===== src/rtl/uart_apb_ctrl.sv =====
// uart_apb_ctrl - APB3 register front end for the UART datapath.
//
// Turns APB register accesses into single-cycle TX FIFO pushes and RX FIFO
// pops, holds the baud divisor and interrupt enables, and collects status,
// sticky error flags and one level interrupt.
//
// Ports:
//   clk, rst_n                 system clock, asynchronous active-low reset
//   psel/penable/pwrite        APB control
//   paddr[4:0]                 byte address, [4:2] selects the register
//   pwdata/prdata[31:0]        APB write / read data (prdata is 0 unless pready)
//   pready, pslverr            APB completion and error response
//   tx_wr_en, tx_din           TX FIFO push strobe and data
//   tx_full, tx_empty          TX FIFO flags
//   rx_rd_en, rx_dout          RX FIFO pop strobe and registered read data
//   rx_full, rx_empty          RX FIFO flags
//   rx_ready, rx_error         uart_rx single-cycle event pulses
//   tx_busy, rx_busy           engine activity
//   divisor[31:0]              baud divisor to baud_generate
//   irq                        level interrupt
module uart_apb_ctrl #(
    parameter int unsigned DATA_WIDTH = 8,
    parameter logic [31:0] DIV_RESET  = 32'd16
) (
    input  logic                  clk,
    input  logic                  rst_n,
    input  logic                  psel,
    input  logic                  penable,
    input  logic                  pwrite,
    input  logic [4:0]            paddr,
    input  logic [31:0]           pwdata,
    output logic [31:0]           prdata,
    output logic                  pready,
    output logic                  pslverr,
    output logic                  tx_wr_en,
    output logic [DATA_WIDTH-1:0] tx_din,
    input  logic                  tx_full,
    input  logic                  tx_empty,
    output logic                  rx_rd_en,
    input  logic [DATA_WIDTH-1:0] rx_dout,
    input  logic                  rx_full,
    input  logic                  rx_empty,
    input  logic                  rx_ready,
    input  logic                  rx_error,
    input  logic                  tx_busy,
    input  logic                  rx_busy,
    output logic [31:0]           divisor,
    output logic                  irq
);

    localparam logic [2:0] RegTxData  = 3'd0;
    localparam logic [2:0] RegRxData  = 3'd1;
    localparam logic [2:0] RegStatus  = 3'd2;
    localparam logic [2:0] RegDivisor = 3'd3;
    localparam logic [2:0] RegIrqEn   = 3'd4;

    typedef enum logic [1:0] {StIdle, StPop, StDone} state_e;

    state_e                state_q, state_d;
    logic [DATA_WIDTH-1:0] rdata_q, rdata_d;
    logic [31:0]           div_q, div_d;
    logic [2:0]            irq_en_q, irq_en_d;
    logic                  rx_err_q, rx_err_d;
    logic                  ovr_q, ovr_d;

    logic        access;
    logic [2:0]  reg_sel;
    logic        wr_acc;
    logic        clr_err;
    logic        clr_ovr;
    logic [31:0] status_word;
    logic        unused_paddr;

    // Gating with rst_n drops every strobe the moment reset asserts.
    assign access  = psel & penable & rst_n;
    assign reg_sel = paddr[4:2];
    // Register writes only ever complete in StIdle.
    assign wr_acc  = access & pwrite & (state_q == StIdle);
    assign clr_err = wr_acc & (reg_sel == RegStatus) & pwdata[6];
    assign clr_ovr = wr_acc & (reg_sel == RegStatus) & pwdata[7];

    assign status_word = {24'd0, ovr_q, rx_err_q, rx_busy, tx_busy,
                          rx_full, rx_empty, tx_full, tx_empty};

    assign unused_paddr = ^paddr[1:0];

    // State register
    always_ff @(posedge clk or negedge rst_n) begin
        if (!rst_n) begin
            state_q  <= StIdle;
            rdata_q  <= '0;
            div_q    <= DIV_RESET;
            irq_en_q <= '0;
            rx_err_q <= 1'b0;
            ovr_q    <= 1'b0;
        end else begin
            state_q  <= state_d;
            rdata_q  <= rdata_d;
            div_q    <= div_d;
            irq_en_q <= irq_en_d;
            rx_err_q <= rx_err_d;
            ovr_q    <= ovr_d;
        end
    end

    // Next state: the pop sequence aborts back to idle if the access goes away.
    always_comb begin
        state_d = state_q;
        unique case (state_q)
            StIdle: begin
                if (access && !pwrite && reg_sel == RegRxData && !rx_empty) begin
                    state_d = StPop;
                end
            end
            StPop:   state_d = access ? StDone : StIdle;
            StDone:  state_d = StIdle;
            default: state_d = StIdle;
        endcase
    end

    // Register next values; a new sticky event beats a same-cycle clear.
    always_comb begin
        rdata_d  = rdata_q;
        div_d    = div_q;
        irq_en_d = irq_en_q;
        if (state_q == StPop) begin
            rdata_d = rx_dout;
        end
        if (wr_acc && reg_sel == RegDivisor) begin
            div_d = pwdata;
        end
        if (wr_acc && reg_sel == RegIrqEn) begin
            irq_en_d = pwdata[2:0];
        end
        rx_err_d = rx_error | (rx_err_q & ~clr_err);
        ovr_d    = (rx_ready & rx_full) | (ovr_q & ~clr_ovr);
    end

    // APB response and FIFO strobes
    always_comb begin
        prdata   = '0;
        pready   = 1'b0;
        pslverr  = 1'b0;
        tx_wr_en = 1'b0;
        tx_din   = '0;
        rx_rd_en = 1'b0;
        if (access) begin
            unique case (state_q)
                StIdle: begin
                    pready = 1'b1;
                    unique case (reg_sel)
                        RegTxData: begin
                            if (pwrite) begin
                                if (tx_full) begin
                                    pslverr = 1'b1;
                                end else begin
                                    tx_wr_en = 1'b1;
                                    tx_din   = pwdata[DATA_WIDTH-1:0];
                                end
                            end
                        end
                        RegRxData: begin
                            if (!pwrite) begin
                                if (rx_empty) begin
                                    pslverr = 1'b1;
                                end else begin
                                    pready   = 1'b0;
                                    rx_rd_en = 1'b1;
                                end
                            end
                        end
                        RegStatus: begin
                            if (!pwrite) prdata = status_word;
                        end
                        RegDivisor: begin
                            if (!pwrite) prdata = div_q;
                        end
                        RegIrqEn: begin
                            if (!pwrite) prdata = {29'd0, irq_en_q};
                        end
                        default: pslverr = 1'b1;
                    endcase
                end
                StPop: pready = 1'b0;
                StDone: begin
                    pready = 1'b1;
                    prdata = 32'(rdata_q);
                end
                default: pready = 1'b0;
            endcase
        end
    end

    assign divisor = div_q;
    assign irq     = |(irq_en_q & {rx_err_q | ovr_q, tx_empty, ~rx_empty});

endmodule


===== config.mk =====
export PLATFORM = sky130hd
export DESIGN_NAME = uart_apb_ctrl
export DESIGN_NICKNAME = d
export VERILOG_FILES = /design/src/rtl/uart_apb_ctrl.sv
export SDC_FILE = /design/constraint.sdc
export NUM_CORES = 1
export LEC_CHECK = 0
export BUFFER_PORTS_ARGS = -buffer_cell sky130_fd_sc_hd__buf_2
export CAP_MARGIN = 25
export CORE_MARGIN = 5
export CORE_UTILIZATION = 40
export DETAILED_ROUTE_END_ITERATION = 7
export PLACE_DENSITY = 0.75
export SYNTH_ARGS = -nofsm -noshare
export SYNTH_HDL_FRONTEND = slang
export SYNTH_SLANG_ARGS = --single-unit

===== constraint.sdc =====
create_clock -name clk -period 1.6 [get_ports clk]
set_input_delay 0.08 -clock clk [delete_from_list [all_inputs] [get_ports clk]]
set_output_delay 0.08 -clock clk [all_outputs]
set_load 0.1 [all_outputs]

==> results of run 1 <==
-- how the worst max path moves through the flow --
stage	depth (start not counted)	slack [ns]	end	start
5_1_grt	6	-0.32	prdata[6]	state_q[0]
3_3_place_gp	4	-0.003	divisor[8]	state_q[0]
4_1_cts	6	-0.23	prdata[5]	state_q[0]
2_1_floorplan	3	-0.56	prdata[0]	state_q[0]
6_report	6	-0.22	tx_din[2]	state_q[0]
3_5_place_dp	4	-0.05	divisor[13]	state_q[0]
-- cell usage in the layout (no fill, tap or decap), types with 2 or more instances in the layout --
master         synthesis  layout
buf_2                  3      88
buf_12                 0      47
dfrtp_1               46      41
mux2_2                50      31
and2_4                 0      30
mux2_4                 0      20
buf_4                  1      11
buf_6                  3       7
nor2_4                 0       6
clkbuf_8               0       5
dfrtp_2                0       5
nor2b_1                4       4
a32oi_1                5       4
nand2_1                4       4
a22oi_1                3       3
o22ai_4                0       3
dlygate4sd3_1          0       3
nand4bb_1              2       2
and2_2                 0       2
nand4_1                2       2
a21o_1                 2       2
nand2b_1               2       2
o21ai_0                2       2
nand3_1                3       2
-- synthesized netlist by cell type (all sizes together) --
cell type | number | area share [%]
mux2 | 51 | 24
nor3b | 2 | 0.83
clkbuf | 4 | 0.62
nor4 | 2 | 0.78
a32oi | 5 | 1.8
o22ai | 3 | 0.78
or4 | 1 | 0.31
a2111oi | 1 | 0.36
and4 | 1 | 0.36
dfstp | 1 | 1.1
nand3b | 1 | 0.31
nor3 | 2 | 0.42
a22o | 1 | 0.36
nor4b | 1 | 0.36
nand4 | 2 | 0.52
o21ai | 2 | 0.42
dfrtp | 46 | 48
nor2 | 7 | 1.1
or3 | 1 | 0.26
inv | 1 | 0.16
and2 | 33 | 8.6
nand2 | 4 | 0.62
nand4bb | 2 | 0.94
nand3 | 3 | 0.62
and3 | 2 | 0.52
nand4b | 1 | 0.36
buf | 7 | 2.3
nand2b | 2 | 0.52
nor2b | 5 | 1.4
a22oi | 3 | 0.94
a21o | 2 | 0.62
-- critical path, cell delays in order, from the launching register on --
cell and delay [ns]:
dfrtp_2 0.44, nor3b_2 0.24, buf_4 0.15, and3_4 0.20, buf_6 0.12, and2_4 0.14
buf_12 0.16
-- cells by family (layout without fill, tap and decap cells) --
| family | count (synthesis) | after routing | synth area share (%) |
|---|---|---|---|
| flops | 47 | 47 | 48.91 |
| simple gates | 72 | 72 | 18.82 |
| compound gates | 17 | 17 | 5.301 |
| mux | 51 | 51 | 23.86 |
| buf+inv | 12 | 166 | 3.118 |
-- what timing repair did --
action | CTS | global route
resized for setup | 35 | 3
gates cloned | 1 | 0
endpoints found under the setup margin | 70 | 75
endpoints found under the hold margin | 47 | 1
setup buffers | 5 | 0
hold buffers | 2 | 1
pin swaps | 26 | 8
-- final cells by class --
type                            instances  area (µm²)
Timing Repair Buffer                  157        1600
Inverter                                1       3.754
Multi-Input combinational cell        140        1479
Sequential cell                        47        1184
Clock buffer                            5       68.82
Fill cell                             373        1413
Clock inverter                          3       43.79
Tap cell                               75       93.84
-- state kept, by name (all words and copies together), names as in the netlist --
register	flops
divisor	32
rdata_q	8
rx_err_q	1
ovr_q	1
state_q	2
irq_en_q	3
-- stage by stage --
| stage | utilization, % | TNS, ns |
|---|---|---|
| final | 76.00 | -8.873 |
| after global routing | 76.00 | -13.90 |
| after CTS | 75.72 | -8.855 |
| after detailed placement | 70.20 | -0.7726 |
| after global placement | 70.20 | -0.03164 |
| after floorplan | - | -4.526 |
-- report_power, final --
group / internal (mW) / switching (mW) / total, mW
clock: 0.465 / 0.393 / 0.858
sequential: 1.33 / 0.107 / 1.43
combinational: 0.346 / 1.11 / 1.46
total: 2.14 / 1.61 / 3.75
-- per-layer routing --
metal | global-route usage, % | up-vias | part of all wire, %
met5 | 0 | - | 0
met4 | 5.718 | 0 | 1.6
li1 | - | 1020 | -
met2 | 36.16 | 69 | 55
met3 | 2.352 | 10 | 4.2
met1 | 24.27 | 1034 | 39
==> results, run 1 <==
- Measured along the x axis, the die boundary spans 87.58 µm.
- In this run the register-to-register setup slack is -0.04 ns.
- The path with the worst hold slack has its endpoint at divisor[14].
- The highest attainable clock frequency is around 0.55 GHz.
- The cell area after synthesis is 2407 µm².
- The clock passes through at most 2 buffers.
- The transition at the pin with the smallest max-transition slack is 0.5932 ns.
- The first routing iteration left 43 violations.
- In this run the static leakage power is around 2.1 nW.
- The power density relative to cell area is roughly 840 nW/µm².
- The H-tree was split into 2 levels.
- The number of cells on the worst reg-to-reg path is 5.
- The I/O pin total is around 140.
- The number of sinks driven by the clock tree is 47.
- The final reports fail on negative setup slack.
- The count of buffers from port buffering is 132.
- The critical path is of the reg -> out type.
- The count of unresolved DRC violations after routing is 0.
- Max-cap violations in this run came to 0.
- The register area share after synthesis is 48.91%.
- The tree is rooted in a clkbuf_8.
- In the synthesized netlist, the number of instances is 199.
- At the worst endpoint, the arrival time is 1.74 ns.
- The worst register-to-register path begins at state_q[0].
- The origin of the worst min-delay path is pwdata[14].
- The detail route stage leaves a number of antenna-violating nets equal to 0.
- STA classifies the critical path startpoint as a register.
- The region available for standard cell placement spans 5886 µm².
- The clock tree skew after final layout is 0.006917 ns.
- The share of the clock period used by the worst path after layout is 113.7%.
- The kind of path behind the tightest hold check is in -> reg.
- Setup slack on the critical path of the routed design comes to -0.2199 ns.
- Along the worst hold path, the cell count comes to 2.
- The placed cell area is 4131 µm².
- In this run, distinct cell masters in the synthesized netlist total 37.
- The maximum number of pins on one net before global-route repair is between 40 and 50.
- In this run the worst path has a maximum fanout of 6.
- Setup violations remaining at the end of the flow were counted as 63.
- Across every metal layer, demand over resource in global routing totals 19.74%.
- After legalization and detailed placement, the total HPWL measured 5.983 mm.
- Clock latency on the worst-skew pair, taken at its later pin, is 0.29 ns.
- The count of standard-cell rows is 28.
- The wire length per cell is about 18 µm.
- The number of antenna violations at the first check in global routing is 0.
- STA classifies the critical path endpoint as a primary output.
- TritonCTS built the clock tree.
- In this run the critical register-to-register path is captured at divisor[12].
- The final total power is ~3.7 mW.
- The post-synthesis area per instance is ~12 µm².
- The number of iterations in the first detailed-routing pass is 4.
- The congestion estimate from routability-driven global placement came to 0.8282.
- After synthesis the netlist holds a flip-flop and latch count of 47.
- The total via count after detailed routing is between 2000 and 2500.
- OpenSTA, run right after detailed placement, puts the worst setup slack at -0.05133 ns.
- The number of antenna diodes in the final layout is 0.
- The worst max-slew margin expressed relative to the limit is 60.46%.
- IR analysis of the VDD net gives a maximum drop of 660.0 µV.
- Setup repair after global routing could not meet its margin everywhere.
- The count of placed standard cells including taps is 412.
- The via density per instance is 4.984.
- The TritonCTS buffer count is 5.
- The area of all placed cells without fillers is 4473 µm².
- The number of nets handed over by synthesis was 257.
- The hold violation count in the final report is 0.
- The full die area is 7669 µm².
- For this configuration, the core starts out at a cell density of 40.90%.
- The Yosys step of the flow raised 0 warnings.
- The required time of the critical path is 1.52 ns.
- The minimum period implied by the final worst setup slack is 1.820 ns.
- The ratio of cells with drive above 1 in the final layout is 77.34%.
- Global routing finished with a remaining overflow of 0.
- The number of global-route vias before repair is about 2300.
- The tightest hold path in the finished design has a slack of 0.01502 ns.
- The final layout contains a little over 400 nets.
- The finished layout holds approximately 430 standard cells, fillers aside.
- Clock-pin slew was measured on the worst setup and hold paths at ~0.090 ns.
- The count of pins over their slew limit came to 0.
- The first global-routing pass estimated 11.77 mm of wire.
- The layout overhead on the synthesized area is 85.81%.
- The run finished, with violations left.
- The die height is ~88 µm.
- The wire length reported by the detailed router is 7.585 mm.
(Power assumes the default switching activity.)
==> run 2, diff against run 1 <==
--- a/config.mk
+++ b/config.mk
@@ -8,9 +8,10 @@
 export BUFFER_PORTS_ARGS = -buffer_cell sky130_fd_sc_hd__buf_2
 export CAP_MARGIN = 25
 export CORE_MARGIN = 5
-export CORE_UTILIZATION = 40
+export CORE_UTILIZATION = 44
 export DETAILED_ROUTE_END_ITERATION = 7
-export PLACE_DENSITY = 0.75
+export PLACE_DENSITY = 0.79
+export SKIP_LAST_GASP = 1
 export SYNTH_ARGS = -nofsm -noshare
 export SYNTH_HDL_FRONTEND = slang
 export SYNTH_SLANG_ARGS = --single-unit
==> constraint.sdc (replaced) <==
create_clock -name clk -period 2 [get_ports clk]
set_input_delay 0.1 -clock clk [delete_from_list [all_inputs] [get_ports clk]]
set_output_delay 0.1 -clock clk [all_outputs]
set_load 0.1 [all_outputs]
==> results, run 2 (synthesis gave the netlist of run 1 again) <==
- The number of max-cap violations is 0.
- The top cell types in the final layout, fill and taps aside, are buf_2 (88), mux2_2 (50), dfrtp_1 (46).
- The met3 usage in global routing is 8.292%.
- The peak per-stage delay on the critical path is 0.59 ns.
- The root buffer cell chosen for the clock tree is clkbuf_8.
- The flow ran to the end, and the final reports show no timing, DRC or antenna violations.
- Between clock sinks in the finished design, the worst skew comes to 0.006896 ns.
- The global-route track usage on met2 is around two fifths.
- The number of buffers and inverters on the critical path is 4.
- The required time of the critical path is about 1.9 ns.
- The worst setup slack for register-to-register paths is about 0.41 ns.
- The total area of sequential cells is 1177 µm².
- Clock-pin slew was measured on the worst setup and hold paths at about 0.08 ns.
- In the final routed layout, each cell accounts on average for 17.76 µm.
- The startpoint type of the worst setup path is an input port.
- Following the worst setup path forward leads to its endpoint at prdata[1].
- The post-route netlist has 71.85% of its cells at a drive strength greater than 1.
- The transition at the pin with the smallest max-transition slack is 0.8355 ns.
- The number of cells on the critical path is 7.
- The combined area of the multi-input logic cells is 1308 µm².
- The highest-utilization routing layer at the global route stage is met2.
- The clock passes through at most 2 buffers.
- The weighted congestion at the end of routability-driven global placement is ~0.8.
- The CTS H-tree depth is 2.
- Summed over all layers, the global routing overflow is 0.
- The largest voltage drop on the vdd net is 545.7 µV.
- The final route contains 2139 vias.
- The net count of the finished layout is between 300 and 400.
- The global-route total usage across every layer is 21.55%.
- The first global-routing pass estimated about 12 mm of wire.
- The maximum number of pins on one net before global-route repair is 33.
- The die is approximately 84 µm wide.
- Port buffering added 132 buffers.
- The worst setup path is of the in -> out kind.
- The placeable core region is 5405 µm².
- After detailed routing, the number of remaining DRC violations is 0.
- Measured in cells, the most critical reg-to-reg path has a length of 4.
- In this run the critical register-to-register path is launched from state_q[1].
- The register with the most flip-flops in the layout has 32 of them.
- The repair_antennas step left the layout with diodes totalling 0.
- The initial utilization of the core area, before any placement, comes to 44.54%.
- The kind of path behind the tightest hold check is in -> reg.
- The kind of end point of the critical path is a primary output.
- The area growth from synthesis to layout is 70.32%.
- On the critical path the largest part of the delay comes from buffers and inverters.
- The worst path in the final design needs a cycle of around 1.9 ns, including I/O delays and setup.
- In this run the worst path has a maximum fanout of 3.
- STA puts the critical path data arrival time at 1.81 ns.
- Fill cells in the final layout number 379.
- The met1 usage is roughly 23%.
- After floorplanning, the core was divided into 27 placement rows.
- The design draws between 2 and 3 mW.
- The clock reaches the later pin of the worst-skew pair after 0.28 ns.
- The endpoint identified for the worst register-to-register timing path is divisor[15].
- The I/O pin total is 135.
- The cell leakage power is 1.944 nW.
- The antenna violation net count after detailed routing is 0.
- The initial DRC count is 67.
- Clock tree synthesis inserted a total of 5 buffers.
- The die is 83.97 µm tall.
- Setup violations remaining at the end of the flow were counted as 0.
- The via density per instance is 5.179.
- In the finished design, the share of the clock period the worst path needs comes to between 90% and 100%.
- The signal on the critical path passes through buf_2, dlygate4sd3_1, buf_4, nand4b_1, or3_4, o22ai_2, buf_12.
- The number of sinks driven by the clock tree is 47.
- The HPWL after detailed placement is around 6 mm.
- The number of iterations in the first detailed-routing pass is 4.
- The CTS tree is done.
- The number of antenna violations at the first check in global routing is 0.
- The worst max-slew margin expressed relative to the limit is 44.11%.
- The full die area is slightly above 7000 µm².
- The worst-path cell with the longest stage delay is dlygate4sd3_1.
- The wire length reported by the detailed router is 7.333 mm.
- Dividing total power by cell area gives a power density of slightly below 700 nW/µm².
- Setup repair after global routing could not meet its margin everywhere.
- The count of pins over their slew limit was 0.
- The library cell used most frequently in the layout, excluding fill and tap cells, is buf_2.
- Summed over all failing endpoints, the final setup total negative slack is 0 ns.
- The number of global-route vias before repair was 2435.
- The hold violation count in the final report is 0.
- The origin of the worst setup path is rst_n.
- Static timing analysis puts the maximum clock frequency at 0.5243 GHz.
run 2: cell types whose count changed in the layout (fill, tap and decap cells not counted), moves of 2 or more:
cell      delta
clkbuf_1     +2
buf_12       -2
dfrtp_1      +5
mux2_2      +19
buf_4        -2
buf_6        -6
and2_4      -28
mux2_4      -20
o22ai_2      +2
o22ai_4      -2
and2_2      +24
and2_1       +4
dfrtp_2      -5
run 2: timing repair:
item	in CTS	in global routing
resized for setup	0	4
hold buffers	2	0
endpoints found under the setup margin	0	33
setup buffers	0	0
hold endpoints to repair	46	0
run 2: where the power goes:
group	switching [mW]	internal (mW)
registers	0.0750	1.06
logic	0.875	0.238
clock network	0.293	0.246
total	1.24	1.54
run 2: per-layer routing:
| metal | wire length, µm | part of all wire, % |
|---|---|---|
| met1 | 2587 | 35 |
| met2 | 3890 | 53 |
| met3 | 726 | 9.9 |
| met4 | 129 | 1.8 |
| met5 | 0 | 0 |
run 2: metrics by stage:
step | instances | setup slack (ns) | area, µm² | util [%] | hold WS (ns)
finish | 413 | 0.09257 | 4100 | 75.86 | 0.01819
global route | 413 | -0.01356 | 4100 | 75.86 | 0.004684
CTS | 413 | 0.01605 | 4083 | 75.53 | 0.006512
detailed placement | 403 | 0.3364 | 3981 | 73.66 | 0.1417
global placement | 403 | 0.3593 | 3981 | 73.66 | 0.1357
floorplan | 199 | -0.2668 | 2541 | - | -0.1956
run 2: area by class of cell:
| cell class | count | share of cell area, % |
|---|---|---|
| timing repair buffer | 145 | 35.12 |
| tap | 72 | 2.197 |
| sequential | 47 | 28.72 |
| multi-input combinational | 140 | 31.89 |
| clock inverter | 1 | 0.1221 |
| inverter | 1 | 0.09155 |
| clock buffer | 7 | 1.861 |
run 2: how the worst min path moves through the flow:
stage | to | cells past startpoint | slack (ns) | from
3_3_place_gp | state_q[1] | 2 | 0.14 | rst_n
4_1_cts | rx_err_q | 2 | 0.007 | rx_error
5_1_grt | rx_err_q | 2 | 0.005 | rx_error
2_1_floorplan | divisor[0] | 0 | -0.20 | rst_n
3_5_place_dp | divisor[1] | 2 | 0.14 | rst_n
6_report | rx_err_q | 2 | 0.02 | rx_error
run 2: worst reg2reg max path, cell delays in order (launching register included):
cell and delay [ns]:
dfrtp_1 0.42, nor3b_2 0.21, and4_1 0.26, buf_12 0.21, mux2_2 0.39
==> run 3, diff against run 2 <==
--- a/config.mk
+++ b/config.mk
@@ -5,12 +5,13 @@
 export SDC_FILE = /design/constraint.sdc
 export NUM_CORES = 1
 export LEC_CHECK = 0
+export ABC_AREA = 1
 export BUFFER_PORTS_ARGS = -buffer_cell sky130_fd_sc_hd__buf_2
 export CAP_MARGIN = 25
 export CORE_MARGIN = 5
-export CORE_UTILIZATION = 44
+export CORE_UTILIZATION = 47
 export DETAILED_ROUTE_END_ITERATION = 7
-export PLACE_DENSITY = 0.79
+export PLACE_DENSITY = 0.8
 export SKIP_LAST_GASP = 1
 export SYNTH_ARGS = -nofsm -noshare
 export SYNTH_HDL_FRONTEND = slang
==> results, run 3 <==
- Yosys attributes the largest share of cell area to dfrtp_1 (40%), nand2_1 (10%), o21ai_2 (9.8%), nor3b_2 (8.8%), inv_1 (6.3%).
- The core region is a little under 6000 µm².
- The run finished, with violations left.
- Per report_power, the clock group accounts for 20.2% of the total.
- The worst hold path belongs to the class in -> async.
- For this run, design rule violations remaining after detail routing come to 0.
- At the worst endpoint, the required time is roughly 1.9 ns.
- The critical path contains buffers and inverters numbering 2 combined.
- In this run, synthesis inferred 0 flip-flops with an integrated enable.
- The first-pass GRT wire length is 13.76 mm.
- The final layout contains routed wiring with a total length of 8.339 mm.
- The count of final setup violators is 0.
- The power density relative to cell area is 637.9 nW/µm².
- Leaving out fill and tap cells, the most frequent cells in the layout are buf_2 (88), nand2_1 (78), inv_1 (48).
- Clock-pin slew was measured on the worst setup and hold paths at 0.09 ns.
- The initial DRC count is 140.
- Cells fill 77.83% of the core in the end.
- The count of standard-cell rows is 28.
- The library cell used most frequently in the layout, excluding fill and tap cells, is buf_2.
- Sequential cells were found to cover approximately two fifths of the synthesized design area.
- The number of antenna violations at the first check in global routing is 0.
- The number of cells on the critical path is 5.
- The net switching fraction of the power is between 40 and 50%.
- TritonCTS built the clock tree.
- In this run, flip-flops and latches consume 39.1% of the power.
- The number of non-filler instances in the completed layout is 534.
- The die is 87.94 µm wide.
- Setup repair after global routing could not meet its margin everywhere.
- The transition at the pin with the smallest max-transition slack is around 0.6 ns.
- The repair_antennas step left the layout with diodes totalling 0.
- Max-cap violations in this run came to 0.
- The maximum root-to-sink buffer count is 2.
- The largest voltage drop on the vdd net is 634.7 µV.
- The number of global-route vias before repair is 2864.
- Global routing consumed, over all layers together, between 20% and 30% of the routing resources.
- The tightest hold path in the finished design has a slack of -0.008503 ns.
- In the synthesized netlist, the number of instances is 326.
- The proportion of power drawn by combinational gates is 40.7%.
- Buffers inserted during clock tree synthesis total 5.
- The share of the clock period used by the worst path after layout is between 90 and 100%.
- On the critical path the largest part of the delay comes from simple AND/OR/NAND/NOR gates.
- The worst register-to-register path has a depth of 7.
- The placed instances occupy a cell area of 4492 µm².
- The weighted congestion at the end of routability-driven global placement is between 0.9 and 1.
- In this run, distinct cell masters in the synthesized netlist total 31.
- The number of sinks driven by the clock tree is between 40 and 50.
- The count of placed standard cells including taps is 523.
- The hold violation count in the final report is 9.
- Among all cell types in the netlist, the one instantiated most often is nand2_1.
- The final reports fail on negative hold slack.
- The dominant register cell in the synthesized netlist is dfrtp_1.
- The via density per instance is ~5.0.
- In this run the remaining antenna-violating nets after routing total 0.
- Once layout is done, the placed cells without fillers occupy 4608 µm².
- The CTS H-tree depth is 2.
- The arrival time of the worst setup path is 1.81 ns.
- For this configuration, the core starts out at a cell density of around half.
- For this run, asynchronously set or reset flops after synthesis account for 100.0%.
- The number of nets in the layout is 516.
- From synthesis to final layout, the design area changed by 61.39%.
- By count the netlist is led by nand2_1 (78), inv_1 (48), dfrtp_1 (46).
- The I/O pin total is 135.
- Detailed routing inserted a total of 2686 vias.
- Summing internal, switching and leakage power gives 2.940 mW.
- The setup path with the least slack is of type reg -> out.
- After synthesis the netlist holds a flip-flop and latch count of 47.
- The peak per-stage delay on the critical path is about 0.44 ns.
- Along the worst path, the maximum fanout reaches 24.
- The die covers 7733 µm².
- Walking the worst path, the cells encountered are nor2_4, nand3_4, buf_12, nor3b_2, buf_12.
- The register with the most flip-flops in the layout has 32 of them.
- The count of buffers from port buffering is 132.
- The buffer type at the clock tree root is clkbuf_8.
- Cell internal power was estimated by the tool at 1.602 mW.
- The ratio of cells with drive above 1 in the final layout is 53.38%.
- The area share of the largest cell type after synthesis is 40.32%.
- Counting I/O delays and the setup requirement, the final critical path takes about 1.9 ns.
- The count of pins over their slew limit is 0.
- Between clock sinks in the finished design, the worst skew comes to 0.007290 ns.
- The synthesized netlist occupies a cell area of 2855 µm².
- The worst-path cell with the longest stage delay is dfrtp_1.
- After detailed routing, the average wire length per cell comes to 15.62 µm.
- The Yosys step of the flow raised 0 warnings.
- The number of hold buffers added after CTS is 0.
- When the netlist entered floorplanning its net count stood at 384.
- Entering global routing, the biggest net connects 65 pins.
- The startpoint type of the worst setup path is a register.
- The critical path's most frequent cell is buf_12.
- The clock latency reported for the late side of the worst-skew pair is 0.29 ns.
- The wire-length estimate of the detail-placed layout is 6.602 mm.
- A synthesized cell averages 8.758 µm².
- The power dissipated by switching net loads is between 1 and 1.5 mW.
- Measured against its own limit, the worst slew margin works out to 59.50%.
- The post-synthesis cell type with the largest combined area is dfrtp_1.
- The cell leakage power is 2.434 nW.
- The worst setup path is captured at a primary output.
- The first TritonRoute pass finished after 4 iterations.
- The total congestion overflow after global routing is 0.
- The die is 87.94 µm tall.
- Based on the critical path, the design can be clocked at up to 0.5232 GHz.
run 3: cell count changes in the layout (fill, tap and decap cells not counted), sizes merged, moves of 23 or more:
cell and delta:
and2 -33, inv +49, mux2 -43, nand2 +75, nor2 +23, o21ai +35
run 3: worst reg2reg max path, cell delays in order, from the launching register on:
cell and delay, ns:
dfrtp_1 0.44, nor2_4 0.25, buf_4 0.16, buf_4 0.12, nand3_4 0.07, buf_12 0.22
nand2_1 0.16, o21ai_2 0.05
run 3: stage by stage:
| step | worst slack [ns] | hold slack [ns] | TNS, ns |
|---|---|---|---|
| finish | 0.08873 | -0.008503 | 0 |
| global route | -0.02378 | 0.02486 | -0.04351 |
| CTS | 0.01051 | 0.003606 | 0 |
| detailed placement | 0.3445 | 0.3140 | 0 |
| global placement | 0.3853 | 0.3088 | 0 |
| floorplan | -0.3641 | -0.1956 | -0.7360 |
run 3: cell families after synthesis:
group,Yosys count,synth area share (%)
AOI/OAI and AO/OA,49,13.10
buffers and inverters,65,11.39
DFF,47,41.24
muxes,8,3.155
and+or+nand+nor,157,31.11
run 3: cell type report:
| cell class | count | area (µm²) |
|---|---|---|
| sequential | 47 | 1177 |
| tap | 75 | 93.84 |
| multi-input combinational | 214 | 1649 |
| inverter | 50 | 190.2 |
| clock buffer | 7 | 86.33 |
| clock inverter | 1 | 5.005 |
| fill | 374 | 1313 |
| timing repair buffer | 140 | 1406 |
run 3: final timing paths:
check                           slack [ns]  startpoint          end
worst max-delay path                  0.09  state_q[1]    prdata[9]
worst min-delay path                -0.009       rst_n  irq_en_q[0]
worst max register to register        0.41  state_q[1]  divisor[24]
worst min register to register        0.51  divisor[4]   divisor[4]
max in group asynchronous             1.59       rst_n  divisor[19]
min in group clk                      0.01    rx_ready        ovr_q
run 3: power groups by stage:
stage	clock network (mW)	logic (mW)	registers, mW
finish	0.594	1.20	1.15
global route	0.653	1.26	1.16
CTS	0.608	1.21	1.15
detailed placement	0	1.21	1.17
global placement	0	1.18	1.15
floorplan	0	0.353	1.76
run 3: repair_timing:
action                                  CTS  global route
endpoints found under the setup margin    0            34
setup buffers                             0             3
resized for setup                         0             1
run 3: routing by layer:
layer	up-vias	routed length [µm]	track usage, %
li1	1300	-	-
met3	6	736	7.996
met2	106	4575	43.49
met1	1274	2945	24.04
met5	-	0	0
met4	0	82	5.579
